==> src/rtl/bsg_mem_bist_pkg.sv <==
// Shared types for the March C- memory BIST: element table, op kind, FSM states.
package bsg_mem_bist_pkg;

    typedef enum logic [2:0] {M0, M1, M2, M3, M4, M5} march_elem_e;
    typedef enum logic {OP_READ, OP_WRITE} op_e;
    typedef enum logic [1:0] {S_IDLE, S_RUN, S_DRAIN, S_DONE} state_e;

    typedef struct packed {
        logic       down;
        logic [1:0] nops;
        op_e        first_op;
        logic       rd_pol;
        logic       wr_pol;
    } elem_cfg_s;

    // A two-op element is always read-then-write; single-op elements are M0 (w0) and M5 (r0).
    function automatic elem_cfg_s elem_cfg(input march_elem_e e);
        unique case (e)
            M0:      elem_cfg = '{down: 1'b0, nops: 2'd1, first_op: OP_WRITE, rd_pol: 1'b0, wr_pol: 1'b0};
            M1:      elem_cfg = '{down: 1'b0, nops: 2'd2, first_op: OP_READ,  rd_pol: 1'b0, wr_pol: 1'b1};
            M2:      elem_cfg = '{down: 1'b0, nops: 2'd2, first_op: OP_READ,  rd_pol: 1'b1, wr_pol: 1'b0};
            M3:      elem_cfg = '{down: 1'b1, nops: 2'd2, first_op: OP_READ,  rd_pol: 1'b0, wr_pol: 1'b1};
            M4:      elem_cfg = '{down: 1'b1, nops: 2'd2, first_op: OP_READ,  rd_pol: 1'b1, wr_pol: 1'b0};
            default: elem_cfg = '{down: 1'b0, nops: 2'd1, first_op: OP_READ,  rd_pol: 1'b0, wr_pol: 1'b0};
        endcase
    endfunction

endpackage

==> src/rtl/bsg_mem_bist_addr_gen.sv <==
// Up/down address counter over 0..els_p-1 with per-direction load and last-address flag.
module bsg_mem_bist_addr_gen #(
    parameter int els_p        = 16,
    parameter int addr_width_p = (els_p == 1) ? 1 : $clog2(els_p)
) (
    input  logic                    clk_i,
    input  logic                    reset_n_i,
    input  logic                    load_i,
    input  logic                    load_down_i,
    input  logic                    step_i,
    input  logic                    down_i,
    output logic [addr_width_p-1:0] addr_o,
    output logic                    last_o
);

    localparam logic [addr_width_p-1:0] max_lp = addr_width_p'(els_p - 1);

    logic [addr_width_p-1:0] addr_q, addr_d;

    always_comb begin
        addr_d = addr_q;
        if (load_i)
            addr_d = load_down_i ? max_lp : '0;
        else if (step_i)
            addr_d = down_i ? addr_q - addr_width_p'(1) : addr_q + addr_width_p'(1);
    end

    always_ff @(posedge clk_i or negedge reset_n_i) begin
        if (!reset_n_i) addr_q <= '0;
        else            addr_q <= addr_d;
    end

    assign addr_o = addr_q;
    assign last_o = down_i ? (addr_q == '0) : (addr_q == max_lp);

endmodule

==> src/rtl/bsg_mem_1rw_sync_bist.sv <==
// March C- BIST engine for one bsg_mem_1rw_sync port, with first-fail capture and fail counting.
module bsg_mem_1rw_sync_bist
    import bsg_mem_bist_pkg::*;
#(
    parameter int width_p            = 8,
    parameter int els_p              = 16,
    parameter int addr_width_p       = (els_p == 1) ? 1 : $clog2(els_p),
    parameter int num_backgrounds_p  = 1,
    parameter int fail_count_width_p = 8
) (
    input  logic                          clk_i,
    input  logic                          reset_n_i,
    input  logic                          start_i,
    output logic                          busy_o,
    output logic                          done_o,
    output logic                          pass_o,
    output logic [addr_width_p-1:0]       fail_addr_o,
    output logic [2:0]                    fail_elem_o,
    output logic                          fail_bg_o,
    output logic [width_p-1:0]            fail_expected_o,
    output logic [width_p-1:0]            fail_actual_o,
    output logic [fail_count_width_p-1:0] fail_count_o,
    output logic                          mem_v_o,
    output logic                          mem_w_o,
    output logic [addr_width_p-1:0]       mem_addr_o,
    output logic [width_p-1:0]            mem_data_o,
    input  logic [width_p-1:0]            mem_data_i
);

    state_e      state_q, state_d;
    march_elem_e elem_q, elem_d;
    logic        bg_q, bg_d, phase_q, phase_d;
    elem_cfg_s   cfg, nxt_cfg;

    logic                    addr_load, addr_load_down, addr_step, addr_last;
    logic [addr_width_p-1:0] addr;
    logic                    run, start_ok, op_is_read, op_last, run_last;
    logic [width_p-1:0]      pat, rd_exp, wr_data;

    logic                          rd_v_q;
    logic [width_p-1:0]            rd_exp_q;
    logic [addr_width_p-1:0]       rd_addr_q;
    logic [2:0]                    rd_elem_q;
    logic                          rd_bg_q;
    logic                          miscmp;
    logic [addr_width_p-1:0]       f_addr_q;
    logic [2:0]                    f_elem_q;
    logic                          f_bg_q;
    logic [width_p-1:0]            f_exp_q, f_act_q;
    logic [fail_count_width_p-1:0] f_cnt_q;

    // Background 1 "0" pattern: alternating bits with bit0=1, inverted on odd addresses.
    function automatic logic [width_p-1:0] pat0(input logic bg, input logic a0);
        logic [width_p-1:0] r;
        for (int i = 0; i < width_p; i++) r[i] = bg & (a0 ^ ~i[0]);
        return r;
    endfunction

    assign cfg        = elem_cfg(elem_q);
    assign run        = (state_q == S_RUN);
    assign start_ok   = start_i && (state_q == S_IDLE || state_q == S_DONE);
    assign op_is_read = !phase_q && (cfg.first_op == OP_READ);
    assign op_last    = phase_q == (cfg.nops == 2'd2);
    assign run_last   = op_last && addr_last && (elem_q == M5) && (bg_q == 1'(num_backgrounds_p - 1));
    assign pat        = pat0(bg_q, addr[0]);
    assign rd_exp     = pat ^ {width_p{cfg.rd_pol}};
    assign wr_data    = pat ^ {width_p{cfg.wr_pol}};

    always_ff @(posedge clk_i or negedge reset_n_i) begin
        if (!reset_n_i) state_q <= S_IDLE;
        else            state_q <= state_d;
    end

    always_comb begin
        state_d = state_q;
        unique case (state_q)
            S_IDLE:  if (start_ok) state_d = S_RUN;
            S_RUN:   if (run_last) state_d = S_DRAIN;
            S_DRAIN: state_d = S_DONE;
            default: if (start_ok) state_d = S_RUN;
        endcase
    end

    always_comb begin
        busy_o     = (state_q == S_RUN) || (state_q == S_DRAIN);
        done_o     = (state_q == S_DONE);
        pass_o     = (state_q == S_DONE) && (f_cnt_q == '0);
        mem_v_o    = run;
        mem_w_o    = run && !op_is_read;
        mem_addr_o = run ? addr : '0;
        mem_data_o = (run && !op_is_read) ? wr_data : '0;
    end

    // Sequencer: the address load on an element change lands on the next element's first address.
    always_comb begin
        elem_d         = elem_q;
        bg_d           = bg_q;
        phase_d        = phase_q;
        nxt_cfg        = cfg;
        addr_load      = 1'b0;
        addr_load_down = 1'b0;
        addr_step      = 1'b0;
        if (start_ok) begin
            elem_d    = M0;
            bg_d      = 1'b0;
            phase_d   = 1'b0;
            addr_load = 1'b1;
        end else if (run) begin
            if (!op_last) begin
                phase_d = 1'b1;
            end else begin
                phase_d = 1'b0;
                if (!addr_last) begin
                    addr_step = 1'b1;
                end else begin
                    addr_load = 1'b1;
                    if (elem_q == M5) begin
                        elem_d = M0;
                        bg_d   = ~bg_q & (num_backgrounds_p == 2);
                    end else begin
                        elem_d = march_elem_e'(elem_q + 3'd1);
                    end
                    nxt_cfg        = elem_cfg(elem_d);
                    addr_load_down = nxt_cfg.down;
                end
            end
        end
    end

    always_ff @(posedge clk_i or negedge reset_n_i) begin
        if (!reset_n_i) begin
            elem_q  <= M0;
            bg_q    <= 1'b0;
            phase_q <= 1'b0;
        end else begin
            elem_q  <= elem_d;
            bg_q    <= bg_d;
            phase_q <= phase_d;
        end
    end

    bsg_mem_bist_addr_gen #(
        .els_p        (els_p),
        .addr_width_p (addr_width_p)
    ) u_addr_gen (
        .clk_i       (clk_i),
        .reset_n_i   (reset_n_i),
        .load_i      (addr_load),
        .load_down_i (addr_load_down),
        .step_i      (addr_step),
        .down_i      (cfg.down),
        .addr_o      (addr),
        .last_o      (addr_last)
    );

    assign miscmp = rd_v_q && (mem_data_i != rd_exp_q);

    always_ff @(posedge clk_i or negedge reset_n_i) begin
        if (!reset_n_i) begin
            rd_v_q    <= 1'b0;
            rd_exp_q  <= '0;
            rd_addr_q <= '0;
            rd_elem_q <= '0;
            rd_bg_q   <= 1'b0;
            f_addr_q  <= '0;
            f_elem_q  <= '0;
            f_bg_q    <= 1'b0;
            f_exp_q   <= '0;
            f_act_q   <= '0;
            f_cnt_q   <= '0;
        end else begin
            rd_v_q <= run && op_is_read;
            if (run && op_is_read) begin
                rd_exp_q  <= rd_exp;
                rd_addr_q <= addr;
                rd_elem_q <= elem_q;
                rd_bg_q   <= bg_q;
            end
            if (start_ok) begin
                f_addr_q <= '0;
                f_elem_q <= '0;
                f_bg_q   <= 1'b0;
                f_exp_q  <= '0;
                f_act_q  <= '0;
                f_cnt_q  <= '0;
            end else if (miscmp) begin
                if (f_cnt_q == '0) begin
                    f_addr_q <= rd_addr_q;
                    f_elem_q <= rd_elem_q;
                    f_bg_q   <= rd_bg_q;
                    f_exp_q  <= rd_exp_q;
                    f_act_q  <= mem_data_i;
                end
                if (~&f_cnt_q) f_cnt_q <= f_cnt_q + fail_count_width_p'(1);
            end
        end
    end

    assign fail_addr_o     = f_addr_q;
    assign fail_elem_o     = f_elem_q;
    assign fail_bg_o       = f_bg_q;
    assign fail_expected_o = f_exp_q;
    assign fail_actual_o   = f_act_q;
    assign fail_count_o    = f_cnt_q;

endmodule

==> config.mk <==
export PLATFORM = sky130hd
export DESIGN_NAME = bsg_mem_1rw_sync_bist
export DESIGN_NICKNAME = d
export VERILOG_FILES = /design/src/rtl/bsg_mem_bist_pkg.sv /design/src/rtl/bsg_mem_bist_addr_gen.sv /design/src/rtl/bsg_mem_1rw_sync_bist.sv
export SDC_FILE = /design/constraint.sdc
export NUM_CORES = 1
export LEC_CHECK = 0
export CAP_MARGIN = 10
export CORE_ASPECT_RATIO = 1.1
export CORE_MARGIN = 8
export CORE_UTILIZATION = 60
export DETAILED_ROUTE_END_ITERATION = 6
export DONT_BUFFER_PORTS = 1
export PLACE_DENSITY = 0.87
export REMOVE_ABC_BUFFERS = 1
export SLEW_MARGIN = 20
export SYNTH_ARGS = -nofsm -noshare
export SYNTH_HDL_FRONTEND = slang
export SYNTH_HIERARCHICAL = 1
export SYNTH_SLANG_ARGS = --single-unit
==> constraint.sdc <==
create_clock -name clk_i -period 3.6 [get_ports clk_i]
set_clock_uncertainty 0.1 [all_clocks]
set_input_delay 0.72 -clock clk_i [delete_from_list [all_inputs] [get_ports clk_i]]
set_output_delay 0.72 -clock clk_i [all_outputs]
set_load 0.1 [all_outputs]
Word level (Yosys, flattened, before mapping)
Index checks and enable logic that the tools add are counted.
{ "totals": {"word_cells": 136, "in_bits": 11, "output_inout_bits": 49, "regBits": 60} }
{ "op_classes": {"reduce_logical": 32, "mux": 59, "addsub": 4, "eq_ne": 18, "n_bitwise": 7} }
{ "ops": {"columns": ["op", "n"], "rows": [
  ["8-bit 2-to-1 mux", 10],
  ["6-bit case mux with 5 select lines", 2],
  ["3-bit 2-to-1 mux", 12],
  ["4-bit 2-to-1 mux", 8],
  ["1-bit 2-to-1 mux", 24],
  ["8-bit bitwise XOR", 2],
  ["2-bit nonzero test", 7],
  ["3-bit by 2-bit == test with 1-bit output (second input constant)", 4],
  ["3-bit == test (second input constant)", 3],
  ["1-bit logical AND", 9],
  ["8-bit by 1-bit adder with 8-bit output (second input constant)", 1],
  ["8-bit zero test", 1],
  ["8-bit inequality test", 1],
  ["8-bit AND reduction", 1],
  ["2-bit == test (second input constant)", 3],
  ["3-bit by 1-bit == test with 1-bit output (second input constant)", 2],
  ["3-bit zero test", 2],
  ["2-bit AND reduction", 3],
  ["4-bit by 1-bit adder with 4-bit output (second input constant)", 1],
  ["4-bit == test (second input constant)", 1],
  ["4-bit zero test", 1],
  ["2-bit 2-to-1 mux", 2],
  ["2-bit case mux with 2 select lines", 1],
  ["4-bit AND reduction", 1],
  ["13 further kinds", 18]
]} }

Longest topological paths before layout
{ "logic_depth": {"depth_word": 15, "mapped_depth": 12, "ltp_nobuf": 11} }

Cells and area by module
The synthesis kept the hierarchy.
{ "modules_own_cells": {"columns": ["mod", "n_inst", "seq_area_each_um2", "cells_per_inst", "area_each_um2"], "rows": [
  ["bsg_mem_1rw_sync_bist", 1, 975.9, 244, 2411.1],
  ["bsg_mem_bist_addr_gen", 1, 100.1, 36, 330.3]
]} }

Worst setup path before layout
OpenSTA, ideal clock, no wires.
{ "synth_path": {"path_kind": "register to output", "start": "register state_q[1]", "end": "output mem_data_o[1]", "t_required_ns": 2.780, "path_stages_with_launch": 7, "t_arrival_ns": 4.319, "n_path_buf": 1, "path_slack_ns": -1.539, "cell_sequence": "dfrtp_1 -> inv_1 -> ha_1 -> inv_1 -> nor2_1 -> and2_1 -> buf_4"} }
{ "synth_between": {"elab_chain_len": 3} }
{ "synth_rtl": {"columns": ["element", "line", "source"], "rows": [
  ["start: declaration", "bsg_mem_1rw_sync_bist.sv:30", "state_e state_q, state_d;"],
  ["start signal: assignment", "bsg_mem_1rw_sync_bist.sv:71", "else state_q <= state_d;"],
  ["2-bit by 1-bit == test with 1-bit output", "bsg_mem_1rw_sync_bist.sv:60", "assign run = (state_q == S_RUN);"],
  ["named net mem_v_o", "bsg_mem_1rw_sync_bist.sv:23", "output logic mem_v_o,"],
  ["1-bit logical AND", null, null],
  ["named net mem_w_o", "bsg_mem_1rw_sync_bist.sv:24", "output logic mem_w_o,"],
  ["8-bit 2-to-1 mux", "bsg_mem_1rw_sync_bist.sv:91", "mem_data_o = (run && !op_is_read) ? wr_data : '0;"],
  ["end: declaration", "bsg_mem_1rw_sync_bist.sv:26", "output logic [width_p-1:0] mem_data_o,"]
]} }
The timed path passes the listed nets, and every way through them passes these cells.

==> results by group <==
Status
  – Status: finished, final reports clean

Placed design
  – DP HPWL: 4.34 mm
  – IO Port Bufs: 0
  – DP Worst Slack: roughly 0.37 ns
  – Post-DP Area: 2820 um^2
  – GPL Wtd Cong: roughly 0.83

Clock tree
  – Htree depth: 2
  – CTS tree: done
  – CTS resizes: 0
  – Root buf cell: clkbuf_8
  – Cts bufs inserted: 5
  – Clock Pin Slew Worst Setup and Hold Paths: ~0.08 ns
  – Sink Count: 43
  – Clock Latency Late Sink: around 0.3 ns
  – Max Root-Sink Buffers: 2

Synthesis
  – Synthesis Warnings: 6
  – Asr flop ratio synth: 1.00
  – Synthesized cell area: about 2700 um^2
  – Synth Register Bits: 43
  – Synth area leaders: dfrtp_1 (39%), buf_4 (5.5%), o31ai_1 (5.2%)
  – Syn_area_per_cell: ~9.8 um^2
  – Ys flop type: dfrtp_1
  – Yosys top cell by area: dfrtp_1
  – Distinct cells, synth: 53
  – Post-synth EDFFs: 0
  – Post-synth top area share: 0.393
  – Sequential area share after synthesis: 0.393
  – Post-Synthesis Cells: 280

Timing
  – Slew Limit Headroom: 0.373
  – Final WS setup: roughly 0.33 ns
  – Count of pins over their slew limit: 0
  – Setup violators final: 0
  – Count of final hold-check violations: 0
  – Final Cycle Share: 0.910
  – Hold Slack: 0.122 ns
  – RSZ-0062 raised after global routing: false
  – Fmax: around 0.31 GHz
  – Slew @ Worst Pin: approximately 0.94 ns
  – Tmin final: roughly 3.3 ns

GRT
  – Vias in the first global route: around 2200
  – Largest net degree at the start of global routing: 24
  – Overall routing resource usage: 0.187
  – First-pass GRT wire length: around 10 mm
  – Initial antenna violation count: 0
  – GRT overflow: 0

Power and ir drop
  – Peak VDD IR: 821 uV
  – Leakage power: roughly 1.3 nW
  – Switching share of power: 0.534
  – Comb pwr share: 0.523
  – Seq pwr share: 0.334
  – Clock share of power: 0.143
  – Power Total: 2.19 mW
  – Net Switching: about 1.2 mW
  – Internal power: 1.02 mW
  – Power per Cell Area: 747 nW/um^2

Route
  – Via Count: about 2200
  – Detailed Route WL: ~6.2 mm
  – DRT Pass-1 Iters: 4
  – Wire per inst: 18.7 um
  – Number of vias per cell: ~6.5
  – Initial DRC Count: 207
  – Antenna Violating Nets Remaining: 0
  – DRC: 0

Layout
  – Most common cell after layout, fill and taps aside: dfrtp_1
  – Fill cells: 351
  – Most frequent cells in the layout: dfrtp_1 (42), a21oi_1 (22), buf_4 (20), o31ai_1 (19), nand4_1 (19)
  – Register area: between 1000 and 1500 um^2
  – ANT cells: 0
  – Final Cell Area: between 2000 and 3000 um^2
  – Final net count: 298
  – Multi-input gate area: approximately 1400 um^2
  – Share of cells above drive strength 1: 0.206
  – Synth-to-layout area growth: 6.94%

Setup path
  – Crit Path Class: flip-flop to flip-flop
  – Critical path launch point type: flip-flop
  – CP endpoint kind: flip-flop
  – Critical path fanouts, max: 14
  – Arrival time worst endpoint: approximately 3.4 ns
  – Req. time, crit path: roughly 3.7 ns

Run
  – # Max-Cap Violations: 0

Die
  – Die Ht: around 87 um
  – # IOs: 60
  – Die area: about 7000 um^2
  – Initial core utilization: 0.606
  – Die X: about 80 um
  – Floorplan row count: 26
  – Core area: 4520 um^2

Min path
  – Hold/Removal Path Class: input pin to asynchronous set/reset pin
[logic make-up (layout without fill, tap and decap cells)]
kind of cell             count (synthesis)  count (layout)  share of synthesized area
AND/OR/NAND/NOR                         96              96                      0.205
adder cells (fa/ha/maj)                 10              10                     0.0484
AO/OA/AOI/OAI                           61              61                      0.164
flip-flops                              43              43                      0.393
buffers and inverters                   46              43                     0.0977
multiplexers                            17              17                     0.0657
other                                    1               1                    0.00137
XOR/XNOR                                 6               6                     0.0246
[final timing paths]
| check | slack (ns) | startpoint | to | cells past startpoint |
|---|---|---|---|---|
| worst max-delay path | 0.33 | elem_q[0]$_DFFE_PN0P_ | u_addr_gen/addr_o[3]$_DFFE_PN0P_ | 10 |
| worst min-delay path | 0.12 | reset_n_i | fail_elem_o[2]$_DFFE_PN0P_ | 1 |
| worst max register to register | 0.33 | elem_q[0]$_DFFE_PN0P_ | u_addr_gen/addr_o[3]$_DFFE_PN0P_ | 10 |
| worst min register to register | 0.41 | rd_addr_q[0]$_DFFE_PN0P_ | rd_addr_q[0]$_DFFE_PN0P_ | 1 |
| max in group asynchronous | 2.78 | reset_n_i | u_addr_gen/addr_o[0]$_DFFE_PN0P_ | 1 |
| min in group clk_i | 0.41 | rd_addr_q[0]$_DFFE_PN0P_ | rd_addr_q[0]$_DFFE_PN0P_ | 1 |
[synth_stat cells (all sizes together), types with 8 or more instances]
cell and n:
nand3 10, buf 25, a21oi 22, nor2 8, nand4 19, nor3 8, and2 9, nand2 18
mux2 8, clkbuf 10, inv 11, o31ai 19, ha 9, dfrtp 43, mux2i 9
[through the flow]
stage	utilization	instances	TNS, ns
CTS	0.645	332	0
detailed placement	0.623	324	0
global route	0.648	333	0
floorplan	-	245	-66.39
finish	0.648	333	0
global placement	0.623	324	0
[sequential cells by signal, indices dropped and copies added (netlist names), 2 cells and up]
register and count:
state_q 2, fail_actual_o 8, elem_q 3, fail_addr_o 4
rd_addr_q 4, fail_elem_o 3, u_addr_gen/addr_o 4, fail_count_o 8
rd_elem_q 3
[critical path, cell delays in order, from the launching register on]
cell and delay (ns):
dfrtp_1 0.54, nand2b_1 0.22, o21ai_0 0.28, inv_2 0.08, or4_1 0.51, o21ai_1 0.34, nand3_2 0.21, nand2_1 0.27
and4bb_2 0.28, a2bb2oi_1 0.14, nor3_1 0.22
[layer usage]
| metal | vias to the layer above | track usage | share of wire |
|---|---|---|---|
| met5 | - | 0 | 0 |
| met4 | 0 | 0.0695 | 0.022 |
| met3 | 14 | 0.0599 | 0.081 |
| met2 | 74 | 0.307 | 0.51 |
| met1 | 1079 | 0.219 | 0.39 |
| li1 | 1002 | - | - |
[cell type report]
class                           count  area share
Clock inverter                      1     0.00171
Sequential cell                    43       0.368
Tap cell                           56      0.0239
Clock buffer                        6      0.0282
Inverter                           11      0.0141
Multi-Input combinational cell    191       0.478
Timing Repair Buffer               25      0.0854
[power by group through the flow]
stage	registers [mW]	clock network (mW)	logic [mW]
after CTS	0.731	0.320	1.14
after global placement	0.732	0	1.11
after floorplan	0.733	0	0.904
final	0.732	0.312	1.15
after detailed placement	0.741	0	1.13
after global routing	0.746	0.349	1.22
[timing repair]
| action | 4_1_cts | 5_1_grt |
|---|---|---|
| setup buffers | 0 | 0 |
| hold buffers | 1 | 1 |
| endpoints found under the hold margin | 22 | 21 |
Note: power is estimated with default switching activity, not from simulation.
